**src/rtl/mole_game_core.sv**
```systemverilog
// Whack-a-mole game core: pseudo-random mole placement, shrinking display interval, hit/miss scoring.
// Latency: every output is registered; an input sampled at edge N is reflected right after edge N.
// No backpressure: single-cycle pulse inputs are consumed on the edge they are sampled.
module mole_game_core #(
  parameter int          NUM_HOLES  = 8,
  parameter int          POS_W      = 3,
  parameter int          MOLE_TICKS = 50000000,
  parameter int          MIN_TICKS  = 12500000,
  parameter int          SCORE_W    = 8,
  parameter int          MAX_MISSES = 3,
  parameter logic [15:0] LFSR_SEED  = 16'hACE1
) (
  input  logic                 clk,
  input  logic                 rst,
  input  logic                 start,
  input  logic                 guess_now,
  input  logic [POS_W-1:0]     user_guess,
  output logic [POS_W-1:0]     mole_pos,
  output logic                 mole_change,
  output logic                 guess_correct,
  output logic                 guess_wrong,
  output logic                 mole_timeout,
  output logic [SCORE_W-1:0]   score,
  output logic [3:0]           misses,
  output logic                 game_over,
  output logic [NUM_HOLES-1:0] led
);

  localparam int TW = $clog2(MOLE_TICKS + 1);

  localparam logic [POS_W-1:0]   LAST_HOLE = POS_W'(NUM_HOLES - 1);
  localparam logic [POS_W-1:0]   HOLES     = POS_W'(NUM_HOLES);
  localparam logic [TW-1:0]      INIT_IV   = TW'(MOLE_TICKS);
  localparam logic [TW-1:0]      MIN_IV    = TW'(MIN_TICKS);
  localparam logic [3:0]         MISS_END  = 4'(MAX_MISSES);
  localparam logic [SCORE_W-1:0] SCORE_MAX = '1;
  localparam logic [NUM_HOLES-1:0] LED_ONE = {{(NUM_HOLES-1){1'b0}}, 1'b1};

  typedef enum logic [1:0] {IDLE, SHOW, OVER} state_t;

  state_t            state;
  logic [15:0]       lfsr;
  logic [TW-1:0]     interval;
  logic [TW-1:0]     timer;
  logic [POS_W-1:0]  cand;
  logic [POS_W-1:0]  new_pos;
  logic [TW-1:0]     diff;
  logic [TW-1:0]     shrunk;
  logic [3:0]        miss_inc;
  logic              lfsr_fb;

  // Next mole position: fold the LFSR sample into range, then step off the current hole.
  always_comb begin
    cand = lfsr[POS_W-1:0];
    if (cand > LAST_HOLE) cand = cand - HOLES;
    new_pos = cand;
    if (cand == mole_pos) new_pos = (mole_pos == LAST_HOLE) ? '0 : mole_pos + POS_W'(1);
  end

  // Interval after a hit: lose one eighth, never below the floor; also the incremented miss count.
  always_comb begin
    diff     = interval - (interval >> 3);
    shrunk   = (diff < MIN_IV) ? MIN_IV : diff;
    miss_inc = misses + 4'd1;
    lfsr_fb  = lfsr[15] ^ lfsr[13] ^ lfsr[12] ^ lfsr[10];
  end

  // Game FSM with all outputs registered; pulses default low every cycle.
  always_ff @(posedge clk or posedge rst) begin
    if (rst) begin
      state         <= IDLE;
      lfsr          <= LFSR_SEED;
      interval      <= INIT_IV;
      timer         <= '0;
      mole_pos      <= '0;
      mole_change   <= 1'b0;
      guess_correct <= 1'b0;
      guess_wrong   <= 1'b0;
      mole_timeout  <= 1'b0;
      score         <= '0;
      misses        <= '0;
      game_over     <= 1'b0;
      led           <= '0;
    end else begin
      lfsr          <= {lfsr[14:0], lfsr_fb};
      mole_change   <= 1'b0;
      guess_correct <= 1'b0;
      guess_wrong   <= 1'b0;
      mole_timeout  <= 1'b0;
      case (state)
        IDLE, OVER: begin
          if (start) begin
            state       <= SHOW;
            mole_pos    <= new_pos;
            mole_change <= 1'b1;
            score       <= '0;
            misses      <= '0;
            interval    <= INIT_IV;
            timer       <= '0;
            game_over   <= 1'b0;
            led         <= LED_ONE << new_pos;
          end
        end
        SHOW: begin
          if (guess_now && (user_guess == mole_pos)) begin
            guess_correct <= 1'b1;
            if (score != SCORE_MAX) score <= score + SCORE_W'(1);
            mole_pos    <= new_pos;
            mole_change <= 1'b1;
            timer       <= '0;
            interval    <= shrunk;
            led         <= LED_ONE << new_pos;
          end else if (guess_now) begin
            guess_wrong <= 1'b1;
            misses      <= miss_inc;
            if (miss_inc == MISS_END) begin
              state     <= OVER;
              game_over <= 1'b1;
              led       <= '1;
            end else begin
              timer <= timer + TW'(1);
            end
          end else if (timer >= interval - TW'(1)) begin
            // >= rather than == so a wrong guess landing on the expiry cycle only delays the timeout.
            mole_timeout <= 1'b1;
            misses       <= miss_inc;
            if (miss_inc == MISS_END) begin
              state     <= OVER;
              game_over <= 1'b1;
              led       <= '1;
            end else begin
              mole_pos    <= new_pos;
              mole_change <= 1'b1;
              timer       <= '0;
              led         <= LED_ONE << new_pos;
            end
          end else begin
            timer <= timer + TW'(1);
          end
        end
        default: state <= IDLE;
      endcase
    end
  end

endmodule

```
**config.mk**
```make
export PLATFORM = sky130hd
export DESIGN_NAME = mole_game_core
export DESIGN_NICKNAME = d
export VERILOG_FILES = /design/src/rtl/mole_game_core.sv
export SDC_FILE = /design/constraint.sdc
export NUM_CORES = 1
export LEC_CHECK = 0
export ABC_AREA = 1
export BUFFER_PORTS_ARGS = -buffer_cell sky130_fd_sc_hd__buf_2
export CORE_ASPECT_RATIO = 0.9
export CORE_MARGIN = 3
export CORE_UTILIZATION = 35
export CTS_CLUSTER_SIZE = 40
export DETAILED_ROUTE_END_ITERATION = 10
export SLEW_MARGIN = 10
export SYNTH_ARGS = -nofsm -noshare
export SYNTH_HDL_FRONTEND = slang
export SYNTH_SLANG_ARGS = --single-unit
```
**constraint.sdc**
```tcl
create_clock -name clk -period 5.05 [get_ports clk]
set_input_delay 0.7575 -clock clk [delete_from_list [all_inputs] [get_ports clk]]
set_output_delay 0.7575 -clock clk [all_outputs]
set_load 0.05 [all_outputs]
```
# Word-level counts from Yosys, hierarchy flattened
# Index checks and enable logic that the tools add are counted.
# W data, S select, Z words.
# op_classes
order_cmp	2
n_bitwise	3
n_reduce_logical	11
eq_ne	19
shift	1
muxes	62
addsub	6
# ops
operator	count
$mux W26	9
$pmux W26 S2	2
$mux W8	9
$pmux W8 S2	2
$add A26 B1 Y26 const B	1
$ge A26 B26 Y1	1
$lt A26 B24 Y1 const B	1
$sub A26 B1 Y26 const B	1
$sub A26 B23 Y26	1
$mux W3	7
$mux W1	19
$mux W4	4
$ne A4 B4 Y1 const B	4
$reduce_and A4 Y1	4
$ne A3 B3 Y1 const B	4
$mux W2	5
$add A8 B1 Y8 const B	1
$ne A2 B2 Y1 const B	4
$ne A8 B8 Y1 const B	1
$pmux W4 S2	1
$shl A1 B3 Y8 const A	1
$eq A3 B3 Y1	2
$pmux W3 S2	1
$reduce_and A3 Y1	2
14 further kinds	17
# totals
wordCells	117
out_inout_bits	28
ff_bits	98
in_bits	7

# Depth between registers and ports, before layout
# logic_depth
depth_word	9
depth_mapped	27
depth_no_buf	27

# Worst setup path after synthesis
# OpenSTA, ideal clock, no wires.
# synth_path
path_kind	register to register
startpoint	reg interval[1]
endpoint	reg timer[17]
arrival_time_ps	3583
path_slack_ps	1385
stages_incl_launch_ff	28
required_ps	4967
period_less_slack_ps	3665
path_buffers	2
path_cell_list	dfrtp_1 -> inv_1 -> ha_1 -> nand4_1 -> nor2_2 -> nand4_1 -> nor3_1 -> inv_1 -> nor2_1 -> nand3_1 -> nor2_1 -> nand3_1 -> xor2_1 -> inv_1 -> ha_1 -> nand2_1 -> nor2_1 -> nand2_1 -> nor4_1 -> and3_1 -> nand2_1 -> nand3_1 -> nand2_1 -> o21ai_0 -> buf_2 -> buf_4 -> nand2_1 -> o21ai_0
# synth_via
elab_chain_len	6
word_cells_on_any_way	8
# synth_rtl
item	line_no	text
start: declaration	43	logic [TW-1:0] interval;
start signal: assignment	111	interval <= shrunk;
$sub A26 B1 Y26 (*)	123	end else if (timer >= interval - TW'(1)) begin
$ge A26 B26 Y1 (*)	123	
$mux W26	123	
$mux W26	113	end else if (guess_now) begin
$mux W26	105	if (guess_now && (user_guess == mole_pos)) begin
$pmux W26 S2	90	case (state)
end signal: assignment	121	timer <= timer + TW'(1);
end signal: assignment	138	timer <= timer + TW'(1);
end: declaration	44	logic [TW-1:0] timer;
# Mark *: on every way between the ends. The rest lies on a longest branch, timed or not.
# A chain may end at the register's enable or synchronous reset.

# Worst setup path in the final report
# layout_path
startpoint	reg interval[1]
endpoint	reg timer[23]
# The elaborated chain is that of the path after synthesis.

==> results.toml <==
[drt]
wl_per_cell_um = 13.02
first_pass_iters = 5
vias_per_cell = 4.791
route.vias.total = 6837
finalWirelength_um = 18580
drc = 0
drt_iter0_drc = 432
postRouteAntennaNets = 0

[sta]
rsz0062_at_grt = "false"
relSlewSlack = 0.4301
setup_viol = 0
finalMaxSlewViolations = 0
post-route-min-period_ns = 4.303
setup_tns_ns = 0
fin_crit_sh = 0.8520
finalHoldViolations = 0
fmax_mhz = 232.4
tightest_slew_ns = 0.8476
skew_ns = 0.007028

[worst_setup_path]
rr_startpoint = "interval[1]"
crit_path_top_delay_cell = "dfrtp_1"
arrival_ns = 4.53
slowest_delay_ns = 0.43
r2r-end = "timer[23]"
worst-path-buf-inv = 4
timing.critical_path.mode_cell = "nand2_1"
required_ns = 5.28
end_kind = "register"
critPathLaunchType = "register"
critical-path-top-delay-family = "simple AND/OR/NAND/NOR gates"
r2r_slack_ns = 0.75
critical_path_class = "register to register"
critPathMaxFanout = 41
reg2reg_depth = 25

[global_routing]
antenna_found_initial = 0
grt_pass1_vias = 6275
grt_max_degree = 53
track_usage = 0.1596
grt_pass1_wl_um = 31290
gr-total-overflow = 0

[clock_tree]
clk_latency_ns = 0.36
cts_made_buffers = 9
cts_buffer_depth = 2
postCtsHoldBufs = 0
path_clk_slew_ns = 0.07
cts.sinks = 98
htreeDepth = 3
cts_tree = "yes"
cts_root_buffer = "clkbuf_16"

[synth]
synth.avg_cell_area_um2 = 6.951
synthArstFlopShare = 1.000
ys_ff_latch = 98
mappedNetlistArea_um2 = 7674
ys_types = 43
yosysSeqAreaShare = 0.3228
synthFlopType = "dfrtp_1"
synthCells = 1104
yosysWarnings = 0
syn-num-nets = 1168
synth-edff-count = 0

[layout]
final_util = 0.4005
antennaDiodeCount = 0
area_growth_pct = 10.35
nets = 1200
fin_cells = 1427
drive_gt1_frac = 0.09641

[die]
num_rows = 50
die-area_um2 = 23740
die_w_um = 162.1
core_area_um2 = 21150
io_pins = 35
die_h_um = 146.5
start_util = 0.3629

[placement]
dp_hpwl_um = 14780
placedCellCount = 1411
finalWeightedCongestion = 0.8778
io_buffers = 34

[hold_path]
min_path_cells = 0
min_to = "lfsr[4]"
min-delay-path-class = "register to register"
hold_start = "lfsr[3]"

[power_and_ir_drop]
leakage_uw = 0.004471
peakVddDrop_mv = 0.2261
powerDensity_nw_per_um2 = 526.3

[job]
maxCapViolCount = 0

[run_status]
status = "finished clean"
## worst register-to-register path: cells and delay by family, from the launching register on
| family | cells | cell delay (ns) |
|---|---|---|
| buffers and inverters | 4 | 0.57 |
| XOR/XNOR | 1 | 0.14 |
| AO/OA/AOI/OAI | 2 | 0.30 |
| flip-flops | 1 | 0.43 |
| adder cells (fa/ha/maj) | 2 | 0.46 |
| AND/OR/NAND/NOR | 16 | 2.27 |
## sequential cells by signal, summed over array words and instances, names as in the netlist
register / count
mole_pos: 3
score: 8
mole_change: 1
misses: 4
guess_wrong: 1
lfsr: 16
game_over: 1
led: 8
guess_correct: 1
state: 2
timer: 26
mole_timeout: 1
interval: 26
## cell families (layout without fill, tap and decap cells)
family          count (synthesis)  count (layout)  synth area share
compound gates                128             128           0.09343
fa+ha+maj                      57              57           0.09392
buf+inv                       198             235            0.1001
xor+xnor                       59              59           0.06734
flops                          98              98            0.3228
mux                             1               1          0.001304
simple gates                  563             563            0.3210
## placed cells by master (no fill, tap or decap), types with 3 or more instances in the layout
cell	instances
a31oi_1	4
o21ai_0	56
nand3b_1	14
dfrtp_1	78
a21oi_1	38
nor2_1	86
and3_1	3
nor3_1	8
nand4_1	27
buf_2	34
and2_1	4
nor4_1	4
xor2_1	41
xnor2_1	18
nand3_1	66
inv_1	179
clkbuf_16	9
a21oi_2	3
o21ai_1	3
a22oi_1	8
dfstp_2	20
nor3_2	7
o21a_1	4
nand2_1	321
ha_1	56
nor2_2	8
nand2_2	11
inv_8	4
## metal layers
layer | global-route usage | share of wire
met1 | 0.2513 | 0.54
met5 | 0 | 0
met2 | 0.2334 | 0.42
met4 | 0.04009 | 0.0078
met3 | 0.01362 | 0.032
## power by group
part | total (uW) | internal, uW | switching [uW]
combinational | 2620 | 804 | 1820
clock | 744 | 400 | 344
sequential | 1090 | 940 | 149
total | 4460 | 2140 | 2310
## metrics by stage
step	setup slack, ns	power, uW	area (um^2)	hold WS [ns]
2_1_floorplan	1.385	3093	7674	0.3312
3_3_place_gp	0.7268	3689	8145	0.3334
3_5_place_dp	0.6079	3714	8145	0.3358
4_1_cts	0.5940	4470	8462	0.3535
5_1_grt	0.07340	4889	8468	0.3575
6_report	0.7472	4457	8468	0.3496
## cell usage after synthesis (2+ instances only)
cell type / n / area share
nand4_1: 27 / 0.022
a211oi_1: 2 / 0.0020
o21ai_1: 3 / 0.0020
xnor2_1: 18 / 0.021
a31oi_1: 4 / 0.0033
ha_1: 56 / 0.091
a21oi_2: 3 / 0.0034
nor4_1: 4 / 0.0033
buf_4: 2 / 0.0020
buf_2: 2 / 0.0013
nor2_2: 8 / 0.0065
o21a_1: 4 / 0.0039
dfrtp_1: 78 / 0.25
o211ai_1: 2 / 0.0020
nor3_1: 8 / 0.0052
buf_6: 2 / 0.0029
inv_1: 180 / 0.088
o21ai_0: 57 / 0.037
a21o_1: 2 / 0.0020
nor2_1: 86 / 0.042
nor3_2: 7 / 0.0091
clkbuf_1: 10 / 0.0049
nand3_1: 66 / 0.043
or2_2: 2 / 0.0016
dfstp_2: 20 / 0.068
and3_1: 3 / 0.0024
nand3b_1: 14 / 0.014
a21oi_1: 38 / 0.025
a22oi_1: 8 / 0.0078
xor2_1: 41 / 0.047
nand2_1: 322 / 0.16
and2_1: 4 / 0.0033
inv_2: 2 / 0.00098
nand2_2: 10 / 0.0082
## what timing repair did
action,in CTS,in global routing
buffers inserted,0,0
resized for setup,0,2
setup endpoints to repair,0,3
## worst max path at each step
stage / depth (start not counted) / end / slack (ns) / start
CTS: 24 / timer[22] / 0.59 / interval[1]
global route: 23 / led[0] / 0.07 / interval[1]
floorplan: 27 / timer[17] / 1.38 / interval[1]
finish: 25 / timer[23] / 0.75 / interval[1]
detailed placement: 24 / timer[11] / 0.61 / interval[1]
global placement: 24 / timer[18] / 0.73 / interval[1]
## layout make-up
type                            instances  area [um^2]
Fill cell                            2272        12680
Multi-Input combinational cell        808         4434
Sequential cell                        98         2477
Inverter                              182        685.7
Tap cell                              286        357.8
Clock buffer                            9        225.2
Timing Repair Buffer                   37        196.4
Clock inverter                          7        91.34
(Power assumes the default switching activity.)
